`src/rtl/reorder_buffer.sv`:
```
// Tomasulo reorder buffer: allocates tags in program order, captures CDB results, retires in order.
// Optional flush input is built when ROB_FLUSH_EN is defined.
module reorder_buffer #(
  parameter  int DEPTH  = 8,
  parameter  int DATA_W = 32,
  parameter  int REG_W  = 5,
  localparam int TAG_W  = $clog2(DEPTH)
) (
  input  logic                    clk,
  input  logic                    rst,
  input  logic                    rob_load,
  input  logic [REG_W-1:0]        alloc_rd,
  output logic [TAG_W-1:0]        rd_rob_tag,
  output logic                    rob_full,
  output logic                    rob_empty,
  input  logic [DEPTH-1:0]        cdb_enable,
  input  logic [DEPTH*DATA_W-1:0] cdb_data,
  output logic [DEPTH-1:0]        robs_calculated,
  input  logic [TAG_W-1:0]        rd_tag_a,
  input  logic [TAG_W-1:0]        rd_tag_b,
  output logic [DATA_W-1:0]       rd_data_a,
  output logic [DATA_W-1:0]       rd_data_b,
  output logic                    commit_valid,
  output logic [REG_W-1:0]        commit_rd,
  output logic [TAG_W-1:0]        commit_tag,
`ifdef ROB_FLUSH_EN
  input  logic                    flush,
`endif
  output logic [DATA_W-1:0]       commit_data
);

  localparam logic [TAG_W:0]   FULL_CNT = (TAG_W+1)'(DEPTH);
  localparam logic [TAG_W-1:0] ONE_TAG  = TAG_W'(1);

  logic [DEPTH-1:0]  valid_q;
  logic [DEPTH-1:0]  ready_q;
  logic [REG_W-1:0]  rd_q   [DEPTH];
  logic [DATA_W-1:0] data_q [DEPTH];
  logic [TAG_W-1:0]  head_q;
  logic [TAG_W-1:0]  tail_q;
  logic [TAG_W:0]    count_q;

  logic clear;
  logic do_alloc;
  logic do_commit;

`ifdef ROB_FLUSH_EN
  assign clear = rst | flush;
`else
  assign clear = rst;
`endif

  // Allocate handshake: rob_load is the valid, !rob_full the ready; an entry is
  // taken only when both are high at the edge, using the registered count, so a
  // same-cycle commit never makes room for an allocate presented while full.
  assign rob_full   = (count_q == FULL_CNT);
  assign rob_empty  = (count_q == '0);
  assign rd_rob_tag = tail_q;
  assign do_alloc   = rob_load && !rob_full && !clear;

  // Head retires as soon as its result is in; suppressed while state is being cleared.
  assign do_commit    = valid_q[head_q] && ready_q[head_q] && !clear;
  assign commit_valid = do_commit;
  assign commit_tag   = head_q;
  assign commit_rd    = do_commit ? rd_q[head_q]   : '0;
  assign commit_data  = do_commit ? data_q[head_q] : '0;

  assign robs_calculated = valid_q & ready_q;
  assign rd_data_a       = data_q[rd_tag_a];
  assign rd_data_b       = data_q[rd_tag_b];

  always_ff @(posedge clk) begin
    if (clear) begin
      valid_q <= '0;
      ready_q <= '0;
      head_q  <= '0;
      tail_q  <= '0;
      count_q <= '0;
    end else begin
      for (int i = 0; i < DEPTH; i++) begin
        if (cdb_enable[i] && valid_q[i]) begin
          ready_q[i] <= 1'b1;
        end
      end
      if (do_commit) begin
        valid_q[head_q] <= 1'b0;
        ready_q[head_q] <= 1'b0;
        head_q          <= head_q + ONE_TAG;
      end
      // Placed last so an allocate overrides a same-tag CDB capture.
      if (do_alloc) begin
        valid_q[tail_q] <= 1'b1;
        ready_q[tail_q] <= 1'b0;
        tail_q          <= tail_q + ONE_TAG;
      end
      case ({do_alloc, do_commit})
        2'b10:   count_q <= count_q + 1'b1;
        2'b01:   count_q <= count_q - 1'b1;
        default: count_q <= count_q;
      endcase
    end
  end

  always_ff @(posedge clk) begin
    if (do_alloc) begin
      rd_q[tail_q] <= alloc_rd;
    end
  end

  // Result storage is never cleared; only pending writes during a clear are dropped.
  always_ff @(posedge clk) begin
    if (!clear) begin
      for (int i = 0; i < DEPTH; i++) begin
        if (cdb_enable[i] && valid_q[i]) begin
          data_q[i] <= cdb_data[i*DATA_W +: DATA_W];
        end
      end
    end
  end

  a_count_bound : assert property (@(posedge clk) disable iff (rst) count_q <= FULL_CNT);
  a_count_valid : assert property (@(posedge clk) disable iff (rst)
                                   $countones(valid_q) == int'(count_q));
  a_empty_quiet : assert property (@(posedge clk) disable iff (rst) rob_empty |-> !commit_valid);

endmodule

```
`config.mk`:
```
export PLATFORM = sky130hd
export DESIGN_NAME = reorder_buffer
export DESIGN_NICKNAME = d
export VERILOG_FILES = /design/src/rtl/reorder_buffer.sv
export SDC_FILE = /design/constraint.sdc
export NUM_CORES = 1
export LEC_CHECK = 0
export CAP_MARGIN = 10
export CORE_MARGIN = 2
export CORE_UTILIZATION = 30
export DETAILED_ROUTE_END_ITERATION = 8
export PLACE_DENSITY_LB_ADDON = 0.1
export SETUP_SLACK_MARGIN = 0.05
export SLEW_MARGIN = 0
export SYNTH_ARGS = -nofsm -noshare
export SYNTH_HDL_FRONTEND = slang
export SYNTH_SLANG_ARGS = --single-unit
```
`constraint.sdc`:
```
create_clock -name clk -period 4.4 [get_ports clk]
set_clock_uncertainty 0.15 [all_clocks]
set_input_delay 0.88 -clock clk [delete_from_list [all_inputs] [get_ports clk]]
set_output_delay 0.88 -clock clk [all_outputs]
set_load 0.01 [all_outputs]
```
## Word-level counts from Yosys, hierarchy flattened

Memories as Yosys holds them, arrays and structs flattened. A register that Yosys moved wholly into a read port is not among the register bits.
Index checks and enable logic that the tools add are counted.

| cells by class | value |
|---|---|
| order comparisons | 4 |
| reductions and logical operators | 18 |
| add/subtract/negate cells | 4 |
| bitwise logic cells | 7 |
| mux-type cells | 63 |
| shift operators | 0 |
| div/mod/pow operators | 0 |
| eq/ne operators | 3 |
| $mul | 0 |

Operators by type and width:

| kind | count |
|---|---|
| $mux W8 | 6 |
| $mux W1 | 46 |
| $and A8 B8 Y8 | 4 |
| $mux W32 | 1 |
| $not A8 Y8 | 2 |
| $logic_and A1 B1 Y1 | 14 |
| $mux W3 | 4 |
| $lt A3 B4 Y1 const B | 2 |
| $or A8 B8 Y8 | 1 |
| $pmux W4 S2 | 1 |
| $add A3 B1 Y3 const B | 2 |
| $bmux W1 S3 | 2 |
| $demux W1 S3 | 2 |
| $ge A3 B1 Y1 const B | 2 |
| $mux W5 | 1 |
| $add A4 B1 Y4 const B | 1 |
| $eq A4 B4 Y1 const B | 1 |
| $logic_not A4 Y1 | 1 |
| $sub A4 B1 Y4 const B | 1 |
| $eq A2 B1 Y1 const B | 1 |
| $eq A2 B2 Y1 const B | 1 |
| $logic_not A1 Y1 | 2 |
| $reduce_bool A2 Y1 | 1 |

| storage, ports and cells | value |
|---|---|
| bits in latches | 0 |
| bits in registers | 26 |
| output and inout bits | 118 |
| input bits | 278 |
| RAM bits | 296 |
| word-level logic and storage cells | 106 |
| memories | 2 |
| memory bits (read-only) | 0 |

Memories:

| name | words | bits a word | read ports | clocked after memory_dff | write ports | line | RTL |
|---|---|---|---|---|---|---|---|
| data_q | 8 | 32 | 3 | 1 | 8 | 38 | `logic [DATA_W-1:0] data_q [DEPTH];` |
| rd_q | 8 | 5 | 1 | 1 | 1 | 37 | `logic [REG_W-1:0] rd_q [DEPTH];` |

## Depth between registers and ports, before layout

Gate-level depths: netlist of the first run.

| depth | value |
|---|---|
| word-level depth | 10 |
| depth in mapped cells | 14 |
| mapped depth without buffers | 11 |

## Worst setup path after synthesis of the first run

Ideal clock, no wire load.

| path | value |
|---|---|
| kind | register to register |
| start | register head_q[0] (netlist: commit_tag[0]) |
| end | register count_q[2] |
| data arrival time | 3.078 ns |
| clock period less this slack | 3.298 ns |
| required time | 4.179 ns |
| cell stages (with the launch flop) | 15 |
| library setup time | 0.071 ns |
| buffers on the path | 3 |
| slack | 1.102 ns |
| path through | dfxtp_1 -> buf_6 -> mux4_2 -> mux2_2 -> nand3_2 -> buf_6 -> buf_6 -> inv_1 -> ha_1 -> xor2_1 -> ha_1 -> a21oi_1 -> xor2_1 -> or3_1 -> a21oi_1 |

| between the ends | value |
|---|---|
| cells in the longest elaborated chain, start to end | 6 |
| elaborated cells on any way between the ends | 10 |
| those cells by class | eq/ne: 2; mux: 5; reduce/logical: 3 |

Ends and longest elaborated chain:

| what | line | RTL |
|---|---|---|
| from (decl) | 39 | `logic [TAG_W-1:0] head_q;` |
| from (signal assigned) | 88 | `head_q <= head_q + ONE_TAG;` |
| $bmux W1 S3 | 62 | `assign do_commit = valid_q[head_q] && ready_q[head_q] && !clear;` |
| $mux W1 (not written as such) | 62 |  |
| $logic_and A1 B1 Y1 * (2 in series) | 62 |  |
| via commit_valid | 23 | `output logic commit_valid,` |
| $eq A2 B1 Y1 / $eq A2 B2 Y1 (equally long branches) | 96 | `case ({do_alloc, do_commit})` |
| $pmux W4 S2 / $reduce_bool A2 Y1 (equally long branches) | -- |  |
| to (signal assigned) | 97 | `2'b10: count_q <= count_q + 1'b1;` |
| to (signal assigned) | 98 | `2'b01: count_q <= count_q - 1'b1;` |
| to (signal assigned) | 99 | `default: count_q <= count_q;` |
| to (decl) | 41 | `logic [TAG_W:0] count_q;` |

The timed path passes the listed nets; every way through them passes the cells marked *. The select of a mux whose other input is x is not followed.
A chain may end at the register's enable or synchronous reset.

## Worst setup path after layout of the first run

| path | value |
|---|---|
| start | register head_q[1] (netlist: commit_tag[1]) |
| end | output port commit_data[2] |

| between the ends | value |
|---|---|
| cells in the longest elaborated chain, start to end | 5 |
| elaborated cells on any way between the ends | 7 |
| those cells by class | mux: 5; reduce/logical: 2 |

Ends and longest elaborated chain:

| what | line | RTL |
|---|---|---|
| $bmux W1 S3 | 62 |  |
| $mux W1 (not written as such) | 62 |  |
| $logic_and A1 B1 Y1 * (2 in series) | 62 |  |
| $mux W32 * | 66 | `assign commit_data = do_commit ? data_q[head_q] : '0;` |
| to (decl) | 29 | `output logic [DATA_W-1:0] commit_data` |

Mark *: on every way between the ends. The rest lies on a longest branch, timed or not. The select of a mux whose other input is x is not followed.

==> results of run 1 <==
## power groups by stage
| stage | Sequential, mW | Combinational [mW] | Clock, mW |
|---|---|---|---|
| final | 3.42 | 0.861 | 3.26 |
| after global routing | 3.43 | 0.909 | 3.47 |
| after CTS | 3.42 | 0.874 | 3.36 |
| after detailed placement | 3.49 | 0.869 | 0 |
| after global placement | 3.49 | 0.872 | 0 |
| after floorplan | 3.48 | 0.365 | 0 |
## sequential cells by signal, summed over array words and instances (netlist names), named ones only
register    count
valid_q         8
count_q         4
rd_rob_tag      3
commit_tag      3
rd_q           40
ready_q         8
data_q        256
## worst register-to-register path: stages, from the launching register on
cell	delay (ns)
sky130_fd_sc_hd__dfxtp_1	0.70
sky130_fd_sc_hd__mux4_2	0.48
sky130_fd_sc_hd__mux2_2	0.33
sky130_fd_sc_hd__nand3_2	0.12
sky130_fd_sc_hd__buf_12	0.21
sky130_fd_sc_hd__inv_1	0.13
sky130_fd_sc_hd__ha_1	0.28
sky130_fd_sc_hd__xor2_1	0.16
sky130_fd_sc_hd__ha_1	0.19
sky130_fd_sc_hd__a21oi_1	0.14
sky130_fd_sc_hd__xor2_1	0.09
sky130_fd_sc_hd__or3_1	0.31
sky130_fd_sc_hd__a21oi_1	0.14
## worst min path at each step
stage / start / end / slack [ns] / cells past startpoint
2_1_floorplan: ready_q[7]$_SDFF_PP0_ / ready_q[7]$_SDFF_PP0_ / 0.34 / 2
3_3_place_gp: ready_q[7]$_SDFF_PP0_ / ready_q[7]$_SDFF_PP0_ / 0.37 / 2
4_1_cts: ready_q[7]$_SDFF_PP0_ / ready_q[7]$_SDFF_PP0_ / 0.38 / 2
3_5_place_dp: ready_q[7]$_SDFF_PP0_ / ready_q[7]$_SDFF_PP0_ / 0.37 / 2
6_report: ready_q[7]$_SDFF_PP0_ / ready_q[7]$_SDFF_PP0_ / 0.38 / 2
5_1_grt: valid_q[0]$_SDFF_PP0_ / valid_q[0]$_SDFF_PP0_ / 0.44 / 2
## layer usage
metal | track usage [%] | up-vias
li1 | - | 4604
met1 | 27.58 | 5657
met2 | 32.49 | 408
met3 | 4.414 | 92
met4 | 6.345 | 20
met5 | 0 | -
## cells in the final DEF (no fill, tap or decap), drive strengths merged, types with 13 or more instances in the layout
| master | synthesis | layout |
|---|---|---|
| clkinv | 0 | 13 |
| clkdlybuf4s50 | 0 | 389 |
| edfxtp | 296 | 296 |
| mux2i | 41 | 41 |
| dfxtp | 29 | 29 |
| clkbuf | 37 | 53 |
| mux4 | 206 | 206 |
| buf | 33 | 42 |
| nor2 | 47 | 47 |
| a21oi | 23 | 23 |
| mux2 | 67 | 67 |
## layout make-up
cell class                 instances  area [um2]
inverter                          10       37.54
multi-input combinational        482        6830
clock inverter                    20       188.9
fill                            4992       31940
timing repair buffer             431        4467
clock buffer                      53        1091
sequential                       325        9480
antenna                            7       17.52
tap                              748       935.9
## cell families (layout without fill, tap and decap cells)
family                   Yosys count  count (layout)  synth area share, %
multiplexers                     314             314                35.01
other                              0               7                    0
flip-flops                       325             325                56.88
AND/OR/NAND/NOR                  108             108                3.359
XOR/XNOR                           5               5               0.2631
buffers and inverters             80             514                2.157
AO/OA/AOI/OAI                     50              50                1.954
adder cells (fa/ha/maj)            5               5               0.3758
==> impl_metrics.toml, run 1 <==
[place]
placement.cell_area_um2 = 21750
detailedPlacementHpwl_um = 39560
port_buffers = 395
detailedPlace.worstSlack_ns = 0.5343
routabilityCongestion = 0.8003
number_of_cells_in_the_design_after_placement = 1996

[power]
power_frac_clock_pct = 43.2
cellPowerDensity_nw_per_um2 = 327.3
switchingPower_mw = 1.691
vdd_drop_max_mv = 0.2152
seq_power_share_pct = 45.4
power.total_mw = 7.545
p_leak_nw = 7.280
switching_portion_of_total_power_pct = 22.42
share_comb_of_total_power_pct = 11.4
cell_internal_pwr_mw = 5.854

[sta]
fmaxAchievable_mhz = 241.5
timing_worst_slew_pin_value_ns = 0.9009
finalCritPeriodShare_pct = 94.12
final_hold_viol_count = 0
finalSetupTns_ns = 0
finalWorstPathRequiredPeriod_ns = 4.141
finalWorstSetupSlack_ns = 0.2588
slew_headroom_pct = 39.94
drv_slew = 0
grt_setup_unrepaired = "no"
setup_viol = 0
fin_worst_hold_slack_ns = 0.3796

[drt]
drt_wl_total_um = 58400
via_per_inst = 5.193
drt_first_pass_iters = 5
maxUsedRoutingLayer = "met5"
met2WireLength_um = 28110
vias = 10780
met3_wirelength_um = 3786
average_wire_per_cell_in_the_routed_design_um = 28.13
remaining_drc_errors = 0
first_iter_violations = 702
m1WireLength_um = 25000
antenna_violating_nets_post_route = 0

[setup_path]
startpoint_type = "flop"
crit_type = "reg2out"
cpLargestDelayFamily = "buffers and inverters"
path_depth = 6
slowest_delay_ns = 0.70
crit_path_cell_trace = "mux4_2 > mux2_2 > nand3_2 > buf_4 > nor2_1 > clkdlybuf4s50_1"
reg_to_reg_slack_setup_ns = 0.92
critical_path.max_fanout = 15
worstPathBufferInverterCount = 2
critical-path-slowest-cell = "sky130_fd_sc_hd__dfxtp_1"
data_required_time_at_the_worst_endpoint_ns = 3.37
endpoint = "commit_data[2]"
setup.worst_path.end_class = "output pin"
rr_endpoint = "count_q[2]$_SDFFE_PP0P_"
arrival_ns = 3.11
worstReg2RegStart = "commit_tag[1]$_SDFFE_PP0P_"
r2r_depth = 12
critical_path.startpoint = "commit_tag[1]$_SDFFE_PP0P_"

[grt]
grt_max_degree = 40
first_global_vias = 11490
track_usage_pct = 20.29
grt_antenna_before_repair = 16
grt-ovfl-total = 0
grt_first_pass_wirelength_um = 82100

[clocking]
ctsResizeCount = 0
cts_tree = "built"
cts_post_setup_buffers_inserted = 0
cts_num_sinks = 325
cts_buf_count = 40
cts_hold_buf = 0
clk_transition_reported_paths_ns = 0.06
cts-htree-levels = 2
worstSkewPairLatency_ns = 0.55
ctsRootBufferMaster = "sky130_fd_sc_hd__clkbuf_16"
cts_max_path_buffers = 3

[flow_run]
max_cap_violation_count = 0

[yosys]
synth.top_cells.by_count = "sky130_fd_sc_hd__edfxtp_1 (296), sky130_fd_sc_hd__mux4_2 (206), sky130_fd_sc_hd__mux2_2 (67), sky130_fd_sc_hd__nor2_1 (46), sky130_fd_sc_hd__mux2i_1 (39)"
ys_dominant_reg_cell = "sky130_fd_sc_hd__edfxtp_1"
yosysTopAreaCell = "sky130_fd_sc_hd__edfxtp_1"
synth.yosys.seq_area_share_pct = 56.88
yosysWarningCount = 0
synth.cell_area_um2 = 16650
synth.most_common_cell = "sky130_fd_sc_hd__edfxtp_1"
postSynth.asyncResetShare_pct = 0
synth.area.top_cells = "sky130_fd_sc_hd__edfxtp_1 (53%), sky130_fd_sc_hd__mux4_2 (28%), sky130_fd_sc_hd__mux2_2 (4.5%)"
synth_enable_flop_cells = 296
synthesis.nets = 1170
synth_seq_cells = 325
syn_avg_cell_area_um2 = 18.77
yosysTopAreaCellShare_pct = 53.39
synth_cell_types = 41
synthCells = 887

[floorplanning]
floorplan.die_area_um2 = 57400
dieHeight_um = 239.6
core_region_area_um2 = 54990
floorplan.die.width_um = 239.6
floorplan.initialDensity_pct = 30.28
i_o_pin_count = 396
row_count = 86

[layout]
instances_no_fill = 2076
finish.utilization_pct = 41.92
fin_area_um2 = 23050
drive_above_1_share_pct = 29.67
synthesis_to_finish_area_growth_pct = 38.44
fin_nets = 1573

[status]
status = "complete, no violations"

[min_path]
worstHoldPathType = "reg2reg"
(Power assumes the default switching activity.)
==> inputs of run 2 (changes only) <==
- SLEW_MARGIN: 0 -> 15
==> results of run 2 <==
No change in the layout: final DEF, timing and power equal those of run 1.
